### config.mk
export PLATFORM = sky130hd
export DESIGN_NAME = pipe_stage_skid
export DESIGN_NICKNAME = d
export VERILOG_FILES = /design/src/rtl/pipe_pkg.sv /design/src/rtl/pipe_slot.sv /design/src/rtl/pipe_stage_skid.sv
export SDC_FILE = /design/constraint.sdc
export NUM_CORES = 1
export LEC_CHECK = 0
export CORE_ASPECT_RATIO = 0.7
export CORE_MARGIN = 3
export CORE_UTILIZATION = 40
export CTS_CLUSTER_DIAMETER = 150
export DETAILED_ROUTE_END_ITERATION = 10
export GPL_ROUTABILITY_DRIVEN = 0
export PLACE_DENSITY = 0.69
export SLEW_MARGIN = 25
export SYNTH_ARGS = -nofsm -noshare
export SYNTH_HDL_FRONTEND = slang
export SYNTH_SLANG_ARGS = --single-unit
### constraint.sdc
create_clock -name clk -period 6.2 [get_ports clk]
set_clock_uncertainty 0.05 [all_clocks]
set_input_delay 0.62 -clock clk [delete_from_list [all_inputs] [get_ports clk]]
set_output_delay 0.62 -clock clk [all_outputs]
set_load 0.005 [all_outputs]
### src/rtl/pipe_pkg.sv
// Shared definitions for the inter-stage pipeline registers.
// Holds the handshake state encoding and the default bundle widths for each boundary.
// No logic; imported by pipe_slot and pipe_stage_skid.
package pipe_pkg;

    // Handshake state encoding; the encoding doubles as the occupancy count.
    localparam logic [1:0] ST_EMPTY = 2'd0;
    localparam logic [1:0] ST_ONE   = 2'd1;
    localparam logic [1:0] ST_FULL  = 2'd2;

    typedef enum logic [1:0] {
        S_EMPTY = ST_EMPTY,
        S_ONE   = ST_ONE,
        S_FULL  = ST_FULL
    } pipe_state_e;

    // IF/ID: instruction + PC+4.
    localparam int IFID_CTRL_W  = 1;
    localparam int IFID_DATA_W  = 64;
    // ID/EX: rs + rt + rd + ReadData1 + ReadData2 + SignExtImm + PC+4.
    localparam int IDEX_CTRL_W  = 10;
    localparam int IDEX_DATA_W  = 143;
    // EX/MEM: write-reg + ALUResult + store data + PC+4.
    localparam int EXMEM_CTRL_W = 5;
    localparam int EXMEM_DATA_W = 101;
    // MEM/WB: rt + ReadData + ALUResult + PC+4.
    localparam int MEMWB_CTRL_W = 4;
    localparam int MEMWB_DATA_W = 101;

endpackage

### src/rtl/pipe_slot.sv
// One pipeline entry register (control + data bundles), updated on the falling edge.
// Latency: loaded value visible immediately after the loading edge.
// Backpressure: none here; the owner decides when to load or clear.
//
// Ports: clk, reset (async, active-high), load (capture d_*), clr_ctrl (force ctrl
// to RESET_CTRL, data untouched; wins over load), d_ctrl/d_data in, q_ctrl/q_data out.
module pipe_slot
    import pipe_pkg::*;
#(
    parameter int                CTRL_W     = MEMWB_CTRL_W,
    parameter int                DATA_W     = MEMWB_DATA_W,
    parameter logic [CTRL_W-1:0] RESET_CTRL = '0
) (
    input  logic              clk,
    input  logic              reset,
    input  logic              load,
    input  logic              clr_ctrl,
    input  logic [CTRL_W-1:0] d_ctrl,
    input  logic [DATA_W-1:0] d_data,
    output logic [CTRL_W-1:0] q_ctrl,
    output logic [DATA_W-1:0] q_data
);

    always_ff @(negedge clk or posedge reset) begin
        if (reset) begin
            q_ctrl <= RESET_CTRL;
            q_data <= '0;
        end else if (clr_ctrl) begin
            // Data is left as-is: it is don't-care once the entry is invalid.
            q_ctrl <= RESET_CTRL;
        end else if (load) begin
            q_ctrl <= d_ctrl;
            q_data <= d_data;
        end
    end

endmodule

### src/rtl/pipe_stage_skid.sv
// Pipeline stage register with valid/ready handshake and a 2-entry skid buffer.
// Latency: entry pushed at falling edge N is on out_* right after edge N.
// Backpressure: in_ready depends only on registered state (no out_ready path); full rate while out_ready=1.
//
// Ports: clk (falling-edge), reset (async, active-high), flush (sync discard),
// in_valid/in_ready/in_ctrl/in_data upstream, out_valid/out_ready/out_ctrl/out_data
// downstream, occupancy = number of held entries (0..2).
module pipe_stage_skid
    import pipe_pkg::*;
#(
    parameter int                CTRL_W     = MEMWB_CTRL_W,
    parameter int                DATA_W     = MEMWB_DATA_W,
    parameter logic [CTRL_W-1:0] RESET_CTRL = '0
) (
    input  logic              clk,
    input  logic              reset,
    input  logic              flush,
    input  logic              in_valid,
    output logic              in_ready,
    input  logic [CTRL_W-1:0] in_ctrl,
    input  logic [DATA_W-1:0] in_data,
    output logic              out_valid,
    input  logic              out_ready,
    output logic [CTRL_W-1:0] out_ctrl,
    output logic [DATA_W-1:0] out_data,
    output logic [1:0]        occupancy
);

    pipe_state_e       state_q;
    pipe_state_e       state_d;

    logic              push;
    logic              pop;

    logic              main_load;
    logic              main_from_skid;
    logic              main_clr;
    logic              skid_load;
    logic              skid_clr;

    logic [CTRL_W-1:0] main_d_ctrl;
    logic [DATA_W-1:0] main_d_data;
    logic [CTRL_W-1:0] main_ctrl;
    logic [DATA_W-1:0] main_data;
    logic [CTRL_W-1:0] skid_ctrl;
    logic [DATA_W-1:0] skid_data;

    assign in_ready  = (state_q != S_FULL);
    assign out_valid = (state_q != S_EMPTY);
    assign occupancy = state_q;

    assign push = in_valid & in_ready;
    assign pop  = out_valid & out_ready;

    always_ff @(negedge clk or posedge reset) begin
        if (reset) begin
            state_q <= S_EMPTY;
        end else begin
            state_q <= state_d;
        end
    end

    // Flush overrides everything: a coincident push is dropped, and a
    // coincident pop needs no action because the entry is discarded anyway.
    always_comb begin
        state_d        = state_q;
        main_load      = 1'b0;
        main_from_skid = 1'b0;
        main_clr       = 1'b0;
        skid_load      = 1'b0;
        skid_clr       = 1'b0;
        if (flush) begin
            state_d  = S_EMPTY;
            main_clr = 1'b1;
            skid_clr = 1'b1;
        end else begin
            case (state_q)
                S_EMPTY: begin
                    if (push) begin
                        main_load = 1'b1;
                        state_d   = S_ONE;
                    end
                end
                S_ONE: begin
                    if (push && pop) begin
                        main_load = 1'b1;
                    end else if (push) begin
                        skid_load = 1'b1;
                        state_d   = S_FULL;
                    end else if (pop) begin
                        main_clr  = 1'b1;
                        state_d   = S_EMPTY;
                    end
                end
                S_FULL: begin
                    // in_ready is low here, so only the skid-to-main move can happen.
                    if (pop) begin
                        main_load      = 1'b1;
                        main_from_skid = 1'b1;
                        state_d        = S_ONE;
                    end
                end
                default: begin
                    state_d  = S_EMPTY;
                    main_clr = 1'b1;
                    skid_clr = 1'b1;
                end
            endcase
        end
    end

    assign main_d_ctrl = main_from_skid ? skid_ctrl : in_ctrl;
    assign main_d_data = main_from_skid ? skid_data : in_data;

    pipe_slot #(
        .CTRL_W     (CTRL_W),
        .DATA_W     (DATA_W),
        .RESET_CTRL (RESET_CTRL)
    ) u_main (
        .clk      (clk),
        .reset    (reset),
        .load     (main_load),
        .clr_ctrl (main_clr),
        .d_ctrl   (main_d_ctrl),
        .d_data   (main_d_data),
        .q_ctrl   (main_ctrl),
        .q_data   (main_data)
    );

    pipe_slot #(
        .CTRL_W     (CTRL_W),
        .DATA_W     (DATA_W),
        .RESET_CTRL (RESET_CTRL)
    ) u_skid (
        .clk      (clk),
        .reset    (reset),
        .load     (skid_load),
        .clr_ctrl (skid_clr),
        .d_ctrl   (in_ctrl),
        .d_data   (in_data),
        .q_ctrl   (skid_ctrl),
        .q_data   (skid_data)
    );

    // Gate control so an empty or stalled stage never emits live control bits.
    assign out_ctrl = out_valid ? main_ctrl : RESET_CTRL;
    assign out_data = main_data;

endmodule

==> flow_metrics.py, run 1 <==
metrics = {
    "grt": {
        "grt_overflow": 0,
        "globalRouteMet1Util": 0.2055,
        "grt_antenna_before_repair": 0,
        "grt_pass1_wl_mm": 33.84,
        "grtUsageMet3": 0.06954,
        "grt.total_usage": 0.1646,
        "global_routing_met2_resource_utilization": 0.2690,
        "grt.busiest_layer": "met2",
        "first_global_vias": 6277,
        "grt_max_degree": 67,
    },
    "die": {
        "floorplan.die_area_mm2": 0.02550,
        "start_util": 0.4119,
        "floorplan.rows": 46,
        "num_io_pins": 219,
        "floorplan.die.width_um": 189.6,
        "die-height_um": 134.5,
        "core_area_mm2": 0.02291,
    },
    "layout": {
        "final_cells": 1143,
        "leading_cell_types_in_the_layout_fill_and_taps_excluded": "232 x mux2_2, 218 x clkdlybuf4s50_1, 212 x dfrtn_1",
        "drive_above_1_share": 0.4007,
        "insertedDiodeCount": 0,
        "layout-area-overhead-vs-synth_pct": 35.19,
        "fin_util": 0.5569,
        "design.final.nets": 925,
        "layout.cells.most_common": "mux2_2",
    },
    "clocking": {
        "clk_pin_slew_ns": 0.05,
        "cts_resized": 0,
        "postCtsHoldBufs": 0,
        "cts.sinks": 212,
        "htree_levels": 1,
        "clk_root_buffer_cell": "clkbuf_16",
        "cts_buffers": 22,
        "cts-root-to-sink-buffers": 3,
        "cts_tree": "built",
        "cts_setup_buffers": 0,
        "clk-insertion-delay-late_ns": 0.51,
    },
    "critical_path": {
        "worst-setup-path-type": "register to output port",
        "timing.critical_path.required_ns": 5.53,
        "timing.rr.end": "u_main.q_data[57]",
        "worst_r2r_startpoint": "occupancy[1]",
        "worst_setup_path_start_kind": "register",
        "timing.critical_path.cells": "or2_2, and2_1, clkdlybuf4s50_1",
        "path_max_fanout": 8,
        "timing.critical_path.arrival_ns": 5.16,
        "worst-r2r-setup-slack_ns": 4.05,
        "ff2ff_path_depth": 5,
        "worst_path_largest_cell_delay_ns": 0.60,
        "cpMaxStageDelayCell": "dfrtn_1",
        "crit_path_end_kind": "output port",
    },
    "detailed_routing": {
        "detail_route.first_pass.iterations": 3,
        "wl_per_cell_um": 18.47,
        "wl_mm": 21.11,
        "detailroute.via_count": 5587,
        "first_iter_violations": 206,
        "drtAntennaViolNets": 0,
        "vias_per_cell": 4.888,
        "remaining_drc_errors": 0,
    },
    "outcome": {
        "outcome": "completed",
    },
    "worst_hold_path": {
        "worstHoldEndpoint": "u_main.q_ctrl[0]",
        "hold_path_startpoint": "u_main.q_ctrl[0]",
        "whs_path_depth": 2,
        "hold_path_class": "register to register",
    },
    "placement": {
        "hpwlAfterDp_mm": 14.47,
        "placedCellCount": 1103,
        "buffer_ports.inserted": 218,
    },
    "flow_run": {
        "max-cap-violations": 0,
    },
    "synth": {
        "synth-seq-area-share": 0.5623,
        "post_synth_inst_count": 594,
        "synthesis.area_mm2": 0.009435,
        "synth_seq_cells": 212,
        "syn_nets": 704,
        "yosysUniqueCellTypes": 28,
        "syn_avg_cell_area_um2": 15.88,
        "ys.warnings.count": 0,
    },
    "sta": {
        "timing_worst_slew_pin_value_ns": 0.7864,
        "slew_headroom": 0.4741,
        "holdWs_ns": 0.3788,
        "final.setup.tns_ns": 0,
        "final_hold_viol_count": 0,
        "final_max_slew_viol_count": 0,
        "setup_viol": 0,
        "rsz0062_at_grt": "no",
    },
    "power": {
        "leakage_power_summed_over_all_cells_uw": 0.005332,
        "p_per_area_mw_per_mm2": 329.7,
        "finalPower_uw": 4206,
        "vdd_ir_drop_max_v": 0.0002104,
    },
}
-- sequential cells by signal, indices dropped and copies added (netlist names) --
register       cells
occupancy          2
u_skid.q_data    101
u_main.q_data    101
u_main.q_ctrl      4
u_skid.q_ctrl      4
-- worst max-delay path by stage --
stage                        end  cells past startpoint         start
2_1_floorplan       occupancy[0]                      1         reset
3_3_place_gp   u_main.q_data[10]                      6         flush
3_5_place_dp    u_main.q_data[7]                      6         flush
4_1_cts              out_ctrl[1]                      3  occupancy[1]
5_1_grt              out_ctrl[1]                      3  occupancy[1]
6_report             out_ctrl[1]                      3  occupancy[1]
-- area by class of cell --
type / instances / area [um2]
fillers: 1834 / 10150
flip-flops and latches: 212 / 5305
multi-input cells: 345 / 3865
repair buffers: 232 / 2387
clock buffers: 32 / 679.4
well taps: 312 / 390.4
clock inverters: 8 / 117.6
inverters: 2 / 11.26
-- per-stage QoR --
step	area (um2)	setup WS [ns]
2_1_floorplan	9439	-0.1924
3_3_place_gp	11960	0.3611
3_5_place_dp	11960	0.3019
4_1_cts	12760	0.3444
5_1_grt	12760	0.2755
6_report	12760	0.3684
-- routing by layer --
metal | wire [um] | up-vias
met5 | 0 | -
met4 | 454 | 0
met3 | 2042 | 31
met2 | 9658 | 162
met1 | 8956 | 2828
li1 | - | 2566
-- synthesized netlist by cell type (all sizes together) --
cell,instances,area (um2)
o32ai,1,8.760
nand2b,3,26.27
dfrtn,212,5305
o21ai,4,20.02
xnor2,1,8.760
a22o,4,35.03
a21oi,4,35.04
buf,34,259.0
a2bb2oi,1,8.760
mux2,303,3562
inv,2,7.510
a21o,1,7.510
or2,2,12.51
and2,4,25.02
nor2b,1,8.760
nor2,5,28.78
nand2,6,22.52
clkbuf,1,3.750
mux2i,5,50.05
-- critical path: cells and delay by family (launching register included) --
family / cells / cell delay (ns)
buffers and inverters: 1 / 0.52
flip-flops: 1 / 0.60
AND/OR/NAND/NOR: 2 / 0.44
-- power by group --
group	switching [uW]	internal (uW)
Sequential	172	1750
Combinational	272	592
Clock	539	884
-- kinds of logic (layout without fill, tap and decap cells) --
family                 count (synthesis)  in the layout  share of synthesized area
XOR/XNOR                               1              1                  0.0009284
AND/OR/NAND/NOR                       21             21                    0.01313
flip-flops                           212            212                     0.5623
multiplexers                         308            308                     0.3828
buffers and inverters                 37            274                    0.02864
AO/OA/AOI/OAI                         15             15                    0.01220
Note: power is estimated with default switching activity, not from simulation.
==> inputs of run 2 (changes only) <==
- PLACE_DENSITY: 0.69 -> 0.66
- clock period: 6.2 -> 5.59 ns (I/O delays scaled with it)
==> run 2 against run 1 <==
Sequential share of layout area is 0.061 points lower. Sequential power increased by 11%. Power up 8.1%. Critical endpoint is now out_ctrl[2]. Largest cell class unchanged.
==> flow_metrics.py, run 2 (same netlist as run 1, synthesis figures left out) <==
metrics = {
    "detailed_routing": {
        "wl_per_cell_um": 18.76,
        "drtAntennaViolNets": 0,
        "detailroute.via_count": 5707,
        "vias_per_cell": 4.976,
        "first_iter_violations": 220,
        "wl_mm": 21.52,
        "remaining_drc_errors": 0,
        "detail_route.first_pass.iterations": 4,
    },
    "die": {
        "floorplan.die_area_mm2": 0.02550,
        "start_util": 0.4119,
        "floorplan.die.width_um": 189.6,
        "floorplan.rows": 46,
        "die-height_um": 134.5,
        "num_io_pins": 219,
        "core_area_mm2": 0.02291,
    },
    "power": {
        "vdd_ir_drop_max_v": 0.0001998,
        "leakage_power_summed_over_all_cells_uw": 0.005342,
        "p_per_area_mw_per_mm2": 355.9,
        "finalPower_uw": 4546,
    },
    "sta": {
        "setup_viol": 0,
        "final_hold_viol_count": 0,
        "final_max_slew_viol_count": 0,
        "rsz0062_at_grt": "no",
        "holdWs_ns": 0.3767,
        "final.setup.tns_ns": 0,
        "timing_worst_slew_pin_value_ns": 0.7921,
        "slew_headroom": 0.4703,
    },
    "worst_hold_path": {
        "hold_path_class": "register to register",
    },
    "layout": {
        "postLayoutCellArea_mm2": 0.01277,
        "reg.largest.list": "u_main.q_data x101, u_skid.q_data x101",
        "layout-area-overhead-vs-synth_pct": 35.39,
        "layout.cells.most_common": "mux2_2",
        "design.final.nets": 930,
        "fillers": 1869,
        "fin_util": 0.5577,
        "drive_above_1_share": 0.4012,
        "insertedDiodeCount": 0,
        "leading_cell_types_in_the_layout_fill_and_taps_excluded": "232 x mux2_2, 218 x clkdlybuf4s50_1, 212 x dfrtn_1",
    },
    "grt": {
        "grt_max_degree": 85,
        "grt_antenna_before_repair": 3,
        "grt_overflow": 0,
        "first_global_vias": 6359,
        "grt.total_usage": 0.1676,
        "grt_pass1_wl_mm": 34.48,
    },
    "critical_path": {
        "timing.critical_path.required_ns": 4.98,
        "path_max_fanout": 8,
        "timing.critical_path.arrival_ns": 4.83,
        "worst_setup_path_start_kind": "register",
        "crit_path_end_kind": "output port",
        "worst-setup-path-type": "register to output port",
    },
    "clocking": {
        "cts-root-to-sink-buffers": 3,
        "cts_buffers": 22,
        "cts_setup_buffers": 0,
        "cts.sinks": 212,
        "clk-insertion-delay-late_ns": 0.51,
        "cts_tree": "built",
        "htree_levels": 1,
        "cts_resized": 0,
        "postCtsHoldBufs": 0,
        "clk_pin_slew_ns": 0.04,
        "clk_root_buffer_cell": "clkbuf_16",
    },
    "placement": {
        "hpwlAfterDp_mm": 15.00,
        "placedInstanceArea_mm2": 0.01205,
        "buffer_ports.inserted": 218,
    },
    "flow_run": {
        "max-cap-violations": 0,
    },
    "outcome": {
        "outcome": "completed",
    },
}
-- run 2: cell types whose count changed in the layout (fill, tap and decap cells not counted) --
cell        previous run  this run
buf_12                 8        12
bufinv_16              3         1
clkbuf_1               2         4
buf_4                  6         7
clkbuf_8               7         6
clkinv_2               4         5
clkinvlp_4             2         1
-- run 2: path summary, 6_finish.rpt --
path / endpoint / slack [ns] / startpoint / cells after the start
setup reg to reg: u_main.q_data[62] / 3.45 / occupancy[1] / 6
min in group asynchronous: u_skid.q_data[17] / 3.07 / reset / 2
hold reg to reg: u_main.q_ctrl[3] / 0.38 / u_main.q_ctrl[3] / 2
max in group asynchronous: u_main.q_data[63] / 1.61 / reset / 3
hold / removal: u_main.q_ctrl[3] / 0.38 / u_main.q_ctrl[3] / 2
setup / recovery: out_ctrl[2] / 0.15 / occupancy[1] / 3
-- run 2: cell type report --
cell class              count  area, um2  area share
clock inverters             6      55.05    0.004309
multi-input cells         345       3865      0.3025
flip-flops and latches    212       5305      0.4153
clock buffers              33      673.1     0.05269
well taps                 312      390.4     0.03056
repair buffers            237       2475      0.1937
inverters                   2      11.26   0.0008815
-- run 2: worst max-delay path: stages (launching register included) --
cell	delay (ns)
dfrtn_1	0.60
or2_2	0.25
and2_1	0.15
clkdlybuf4s50_1	0.53
-- run 2: per-layer routing --
metal,global-route usage,vias to the layer above,share of wire
met5,0,-,0.0014
met4,0.03980,6,0.022
met3,0.07369,41,0.10
met2,0.2602,172,0.44
met1,0.2179,2905,0.43
li1,-,2583,-
-- run 2: per-stage QoR --
stage / setup slack [ns] / cells
2_1_floorplan: -0.4364 / 594
5_1_grt: 0.08186 / 1147
3_5_place_dp: 0.1008 / 1108
4_1_cts: 0.1278 / 1147
6_report: 0.1497 / 1147
3_3_place_gp: 0.1842 / 1108
-- run 2: report_power, final --
| group | leakage (uW) | switching (uW) | internal [uW] |
|---|---|---|---|
| Clock | 0.000365 | 584 | 875 |
| Sequential | 0.00256 | 191 | 1940 |
| Combinational | 0.00242 | 302 | 657 |
==> inputs of run 3 (changes only) <==
- REMOVE_ABC_BUFFERS: default -> 1
==> run 3 against run 2 <==
Core utilization increased by 0.69 points. Critical path depth unchanged. Sequential cell count unchanged. Critical endpoint is now out_ctrl[3]. Non-clock buffer count increased by 4. Sequential share of layout area decreased by 0.51 points. Combinational power increased by 2.4%. Cell area increased by 1.2%. Largest cell class unchanged. Power increased by 2.8%.
==> flow_metrics.py, run 3 (same netlist as run 1, synthesis figures left out) <==
metrics = {
    "die": {
        "num_io_pins": 219,
        "core_area_mm2": 0.02291,
        "floorplan.die_area_mm2": 0.02550,
        "die-height_um": 134.5,
        "floorplan.rows": 46,
        "floorplan.die.width_um": 189.6,
        "start_util": 0.4119,
    },
    "layout": {
        "fillers": 1870,
        "design.final.nets": 935,
        "drive_above_1_share": 0.4036,
        "final_cells": 1152,
        "layout.area.seq_mm2": 0.005305,
        "leading_cell_types_in_the_layout_fill_and_taps_excluded": "232 x mux2_2, 218 x clkdlybuf4s50_1, 212 x dfrtn_1",
        "layout.cells.most_common": "mux2_2",
        "postLayoutCellArea_mm2": 0.01293,
        "fin_util": 0.5646,
        "reg.largest.list": "u_main.q_data x101, u_skid.q_data x101",
        "multi_input_comb_area_mm2": 0.003865,
        "layout-area-overhead-vs-synth_pct": 37.06,
        "insertedDiodeCount": 0,
    },
    "clocking": {
        "cts_setup_buffers": 0,
        "cts-root-to-sink-buffers": 3,
        "clk_root_buffer_cell": "clkbuf_16",
        "cts_buffers": 23,
        "cts_resized": 0,
        "cts.sinks": 212,
        "cts_tree": "built",
        "clk_pin_slew_ns": 0.04,
        "clk-insertion-delay-late_ns": 0.51,
        "htree_levels": 1,
        "postCtsHoldBufs": 0,
    },
    "power": {
        "leakage_power_summed_over_all_cells_uw": 0.005413,
        "vdd_ir_drop_max_v": 0.0001869,
        "p_per_area_mw_per_mm2": 361.5,
    },
    "worst_hold_path": {
        "hold_path_startpoint": "u_skid.q_data[5]",
        "hold_path_class": "register to register",
    },
    "sta": {
        "rsz0062_at_grt": "no",
        "final.setup.tns_ns": 0,
        "final_max_slew_viol_count": 0,
        "holdWs_ns": 0.3785,
        "final_hold_viol_count": 0,
        "slew_headroom": 0.6020,
        "timing_worst_slew_pin_value_ns": 0.5952,
        "setup_viol": 0,
    },
    "placement": {
        "placedInstanceArea_mm2": 0.01214,
        "hpwlAfterDp_mm": 15.47,
        "buffer_ports.inserted": 218,
        "placedCellCount": 1112,
    },
    "critical_path": {
        "worst-setup-path-type": "register to output port",
        "timing.critical_path.required_ns": 4.98,
        "launching_instance_or_port_of_the_critical_path": "occupancy[1]",
        "worst_r2r_startpoint": "occupancy[1]",
        "path_max_fanout": 8,
        "crit_path_end_kind": "output port",
        "timing.critical_path.arrival_ns": 4.77,
        "worst_setup_path_start_kind": "register",
    },
    "detailed_routing": {
        "first_iter_violations": 150,
        "wl_mm": 21.72,
        "detailroute.via_count": 5708,
        "remaining_drc_errors": 0,
        "wl_per_cell_um": 18.86,
        "drtAntennaViolNets": 0,
        "vias_per_cell": 4.955,
        "detail_route.first_pass.iterations": 4,
    },
    "grt": {
        "grt_max_degree": 72,
        "grt.total_usage": 0.1704,
        "grt_overflow": 0,
        "grt_antenna_before_repair": 3,
        "grt_pass1_wl_mm": 35.13,
        "first_global_vias": 6354,
    },
    "outcome": {
        "outcome": "completed",
    },
    "flow_run": {
        "max-cap-violations": 0,
    },
}
## run 3: cell types whose count changed in the layout (fill, tap and decap cells not counted), moves of 2 or more
cell       change
buf_12         +5
bufinv_16      +2
clkinv_2       -4
inv_6          +2
## run 3: report_power, final
part           switching, uW  internal (uW)  total, uW
clock network            596            975       1570
logic                    312            670        982
registers                186           1940       2120
## run 3: final timing paths
kind | end | slack [ns] | cells after the start
worst max-delay path | out_ctrl[3] | 0.21 | 3
worst min-delay path | u_skid.q_data[5] | 0.38 | 1
worst max register to register | u_main.q_data[52] | 3.45 | 5
worst min register to register | u_skid.q_data[5] | 0.38 | 1
max in group asynchronous | u_skid.q_data[30] | 1.69 | 3
min in group asynchronous | u_main.q_data[44] | 3.14 | 2
## run 3: stage by stage
step,setup WS (ns),power [uW]
2_1_floorplan,-3.405,2557
4_1_cts,0.1891,4758
5_1_grt,0.1341,4915
6_report,0.2107,4676
3_5_place_dp,0.07868,3142
3_3_place_gp,0.1368,3079
## run 3: area by class of cell
cell class / count / share of cell area
clock buffers: 34 / 0.05234
clock inverters: 6 / 0.008707
multi-input cells: 345 / 0.2989
well taps: 312 / 0.03019
repair buffers: 241 / 0.1985
flip-flops and latches: 212 / 0.4102
inverters: 2 / 0.001161
## run 3: metal layers
layer	wire, um	global-route usage	share of wire
met5	31	0	0.0014
met4	306	0.02667	0.014
met3	1984	0.06565	0.091
met2	9618	0.2644	0.44
met1	9784	0.2335	0.45
## run 3: critical path, cell delays in order (launching register included)
cell and delay [ns]:
dfrtn_1 0.60, or2_2 0.23, and2_1 0.14, clkdlybuf4s50_1 0.50
